$ cat src/rtl/ram_block_mover.sv
// Word-by-word block copy / block fill engine driving the single-port RAM4K data port.
// Every output is a flop, loaded with the value belonging to the state being entered.
module ram_block_mover #(
    parameter int AW = 12,
    parameter int DW = 16
) (
    input  logic          clk,
    input  logic          reset,
    input  logic          start,
    input  logic          mode,
    input  logic [AW-1:0] src,
    input  logic [AW-1:0] dst,
    input  logic [AW:0]   len,
    input  logic [DW-1:0] fill_value,
    output logic          busy,
    output logic          done,
    output logic [AW:0]   count,
    output logic [AW-1:0] ram_address,
    output logic          ram_load,
    output logic [DW-1:0] ram_in,
    input  logic [DW-1:0] ram_out
);

    typedef enum logic [1:0] {IDLE, READ, WRITE, DONE} state_t;

    state_t        state;
    logic          mode_q;
    logic [AW-1:0] src_ptr;
    logic [AW-1:0] dst_ptr;
    logic [AW:0]   remaining;

    // ram_in doubles as the copy data register and as the latched fill word.
    always_ff @(posedge clk or posedge reset) begin
        if (reset) begin
            state       <= IDLE;
            mode_q      <= 1'b0;
            src_ptr     <= '0;
            dst_ptr     <= '0;
            remaining   <= '0;
            busy        <= 1'b0;
            done        <= 1'b0;
            count       <= '0;
            ram_address <= '0;
            ram_load    <= 1'b0;
            ram_in      <= '0;
        end else begin
            case (state)
                IDLE: begin
                    busy        <= 1'b0;
                    done        <= 1'b0;
                    ram_load    <= 1'b0;
                    ram_address <= '0;
                    ram_in      <= '0;
                    if (start) begin
                        mode_q    <= mode;
                        src_ptr   <= src;
                        dst_ptr   <= dst;
                        remaining <= len;
                        count     <= '0;
                        busy      <= 1'b1;
                        if (len == '0) begin
                            state <= DONE;
                            done  <= 1'b1;
                        end else if (!mode) begin
                            state       <= READ;
                            ram_address <= src;
                        end else begin
                            state       <= WRITE;
                            ram_address <= dst;
                            ram_load    <= 1'b1;
                            ram_in      <= fill_value;
                        end
                    end
                end
                READ: begin
                    state       <= WRITE;
                    ram_address <= dst_ptr;
                    ram_load    <= 1'b1;
                    ram_in      <= ram_out;
                end
                WRITE: begin
                    dst_ptr   <= dst_ptr + 1'b1;
                    remaining <= remaining - 1'b1;
                    count     <= count + 1'b1;
                    if (!mode_q)
                        src_ptr <= src_ptr + 1'b1;
                    if (remaining == (AW+1)'(1)) begin
                        state       <= DONE;
                        done        <= 1'b1;
                        ram_load    <= 1'b0;
                        ram_address <= '0;
                        ram_in      <= '0;
                    end else if (!mode_q) begin
                        state       <= READ;
                        ram_load    <= 1'b0;
                        ram_address <= src_ptr + 1'b1;
                    end else begin
                        ram_address <= dst_ptr + 1'b1;
                    end
                end
                DONE: begin
                    state       <= IDLE;
                    busy        <= 1'b0;
                    done        <= 1'b0;
                    ram_load    <= 1'b0;
                    ram_address <= '0;
                    ram_in      <= '0;
                end
                default: state <= IDLE;
            endcase
        end
    end

endmodule

$ cat config.mk
export PLATFORM = sky130hd
export DESIGN_NAME = ram_block_mover
export DESIGN_NICKNAME = d
export VERILOG_FILES = /design/src/rtl/ram_block_mover.sv
export SDC_FILE = /design/constraint.sdc
export NUM_CORES = 1
export LEC_CHECK = 0
export CAP_MARGIN = 20
export CORE_AREA = 4 4 109 111
export DETAILED_ROUTE_END_ITERATION = 6
export DIE_AREA = 0 0 113 115
export PLACE_DENSITY = 0.72
export SKIP_CTS_REPAIR_TIMING = 1
export SLEW_MARGIN = 20
export SYNTH_ARGS = -nofsm -noshare
export SYNTH_HDL_FRONTEND = slang
export SYNTH_SLANG_ARGS = --single-unit
$ cat constraint.sdc
create_clock -name clk -period 2.6 [get_ports clk]
set_input_delay 0.52 -clock clk [delete_from_list [all_inputs] [get_ports clk]]
set_output_delay 0.52 -clock clk [all_outputs]
set_load 0.02 [all_outputs]
==> impl_metrics.tcl <==
set metrics [dict create \
    cts-buffers-inserted 9 \
    critPathBufInv 2 \
    p_leak_nw 2.56 \
    grt_pass1_vias 4426 \
    start_kind "register" \
    critical_path_class "register to register" \
    htreeDepth 3 \
    cts_root_buffer "clkbuf_8" \
    die-area_um2 13000 \
    drc 0 \
    areaGrowthSynthToFinish_pct 32.4 \
    totalWireLength_um 14300 \
    ys_types 52 \
    clkSinkCount 84 \
    hp-class "register to register" \
    required_ns 2.85 \
    synth_edf_count 0 \
    max-slew-margin-rel_pct 35.9 \
    finalSetupViolations 0 \
    slowest_delay_ns 0.52 \
    core_area_um2 10800 \
    clock_latency_ns 0.36 \
    cp_data_arrival_time_ns 2.66 \
    finalClockSkew_ns 0.0101 \
    vias_per_cell 5.92 \
    wl_per_cell_um 18.0 \
    fillers 953 \
    cp-end-kind "register" \
    syn_area_per_cell_um2 8.89 \
    drv_cap 0 \
    grt_pass1_wl_um 22900 \
    power_mw 7.37 \
    cts_tree "yes" \
    final_nets 728 \
    ir_drop_v 0.000506 \
    synth_most_common_cell "dfrtp_1" \
    synth_area_um2 4800 \
    port_buffers 116 \
    vias 4686 \
    die-width_um 113 \
    path_cells "inv_1 -> ha_1 -> mux2_4 -> buf_4 -> nand2_1 -> nor2_1 -> o22a_1" \
    finalMaxSlewViolations 0 \
    status "completed" \
    n_antenna_cell 0 \
    grt_usage_pct 21.9 \
    synthArstFlopShare_pct 100 \
    grt_util_met3_pct 3.95 \
    synth_common_cells "84 x dfrtp_1, 64 x a21oi_1, 64 x nor2_1, 42 x nand2_1, 36 x o21ai_0" \
    die_y_um 115 \
    synth_warnings 0 \
    power_density_nw_per_um2 1160 \
    clk_path_buf_depth 2 \
    rows 38 \
    synthesis.nets 622 \
    grt_overflow 0 \
    synth-seq-cells 84 \
    rsz0062_at_grt "false" \
    synth_ff_type "dfrtp_1" \
    hpwl_um 10000 \
    cp_slowest_cell "ha_1" \
    drtPass1Iterations 7 \
    pin_count 117 \
    gp_congestion 0.892 \
    hold_violations 0 \
    final_antenna_net_count 0 \
    gr-usage-met2_pct 34.6 \
    netlist_instances 540 \
    grt_busiest_layer "met2" \
    use_met1_pct 30.4 \
    synthTopCellsByArea "dfrtp_1 44%, a21oi_1 6.7%, nor2_1 5.0%" \
    antenna_found_initial 0 \
    yosys.area.top_type_share_pct 43.8 \
    fin_crit_ns 2.41 \
    fmax_ghz 0.415 \
    layout-drive-gt1-share_pct 6.91 \
    initial_core_util_pct 44.5 \
    drtIter0Drc 610 \
    path_delay_family "adder cells" \
    finalCritPeriodShare_pct 92.6 \
    setup_tns_ns 0 \
    grt_start_max_net_pins 37 \
    critPathMaxFanout 15 \
    clk_pin_slew_worst_paths_ns 0.09 \
    synth_seq_area_share_pct 43.8 \
    worstMarginPinSlew_ns 0.961 \
    synth_top_area_cell "dfrtp_1" \
]
==> report_power, final <==
group | total [mW] | switching (mW) | internal [mW] | leakage, nW
sequential | 2.48 | 0.616 | 1.86 | 1.03
combinational | 3.84 | 2.16 | 1.68 | 1.42
clock | 1.05 | 0.499 | 0.548 | 0.112
==> through the flow <==
stage / instances / setup slack (ns) / utilization (%) / hold slack (ns) / area (um^2)
6_report: 791 / 0.193 / 58.9 / 0.494 / 6350
3_3_place_gp: 775 / 0.102 / 56.8 / 0.467 / 6130
3_5_place_dp: 775 / -0.0292 / 56.8 / 0.482 / 6130
5_1_grt: 791 / 0.0391 / 58.9 / 0.521 / 6350
2_1_floorplan: 540 / 0.756 / - / 0.483 / 4800
4_1_cts: 791 / 0.198 / 58.9 / 0.502 / 6350
==> cells by family after synthesis <==
kind of cell	count (synthesis)	synth area share (%)
adders and majority gates	9	2.35
buffers and inverters	50	4.69
muxes	11	2.40
xor gates and xnor gates	28	5.11
and+or+nand+nor	181	18.3
DFF	84	43.8
AOI/OAI and AO/OA	177	23.3
==> placed cells by master (no fill, tap or decap), drive strengths merged, types with 8 or more instances in the layout <==
cell type	instances
and3	8
or3	8
nor2	64
a22oi	17
a222oi	11
dfrtp	84
a21oi	64
clkdlybuf4s50	116
buf	16
clkbuf	13
nand2	42
xor2	13
nand3	19
inv	12
o21ai	37
nor3	8
ha	9
xnor2	15
mux2i	10
==> layout make-up <==
cell class	count	area, um^2	area share, %
clock buffer	13	179	2.82
clock inverter	3	42.5	0.669
multi-input combinational	406	2480	39.1
tap	140	175	2.76
sequential	84	2100	33.1
timing repair buffer	132	1320	20.8
inverter	13	52.6	0.827
==> sequential cells by signal, summed over array words and instances (netlist names) <==
name / flops
dst_ptr: 12
src_ptr: 12
ram_in: 16
busy: 1
ram_load: 1
ram_address: 12
done: 1
state: 2
remaining: 13
mode_q: 1
count: 13
==> worst reg2reg max path, cell delays in order (launching register included) <==
cell and delay [ns]:
dfrtp_1 0.44, inv_1 0.12, ha_1 0.52, mux2_4 0.37, buf_4 0.21, nand2_1 0.35
nor2_1 0.10, o22a_1 0.19
==> worst paths after layout <==
check,start,end,slack (ns),cells past startpoint
setup / recovery,state[1],src_ptr[6],0.19,7
hold / removal,busy,busy,0.49,2
setup reg to reg,state[1],src_ptr[6],0.19,7
hold reg to reg,busy,busy,0.49,2
max in group asynchronous,reset,count[12],1.23,3
min in group asynchronous,reset,ram_address[3],0.63,2
==> routing by layer <==
| layer | vias up | wire length, um |
|---|---|---|
| met5 | - | 0 |
| met4 | 0 | 233 |
| met3 | 21 | 1260 |
| met2 | 237 | 6490 |
| met1 | 2240 | 6290 |
| li1 | 2188 | - |
No activity file was read; power rests on OpenSTA's default activity.
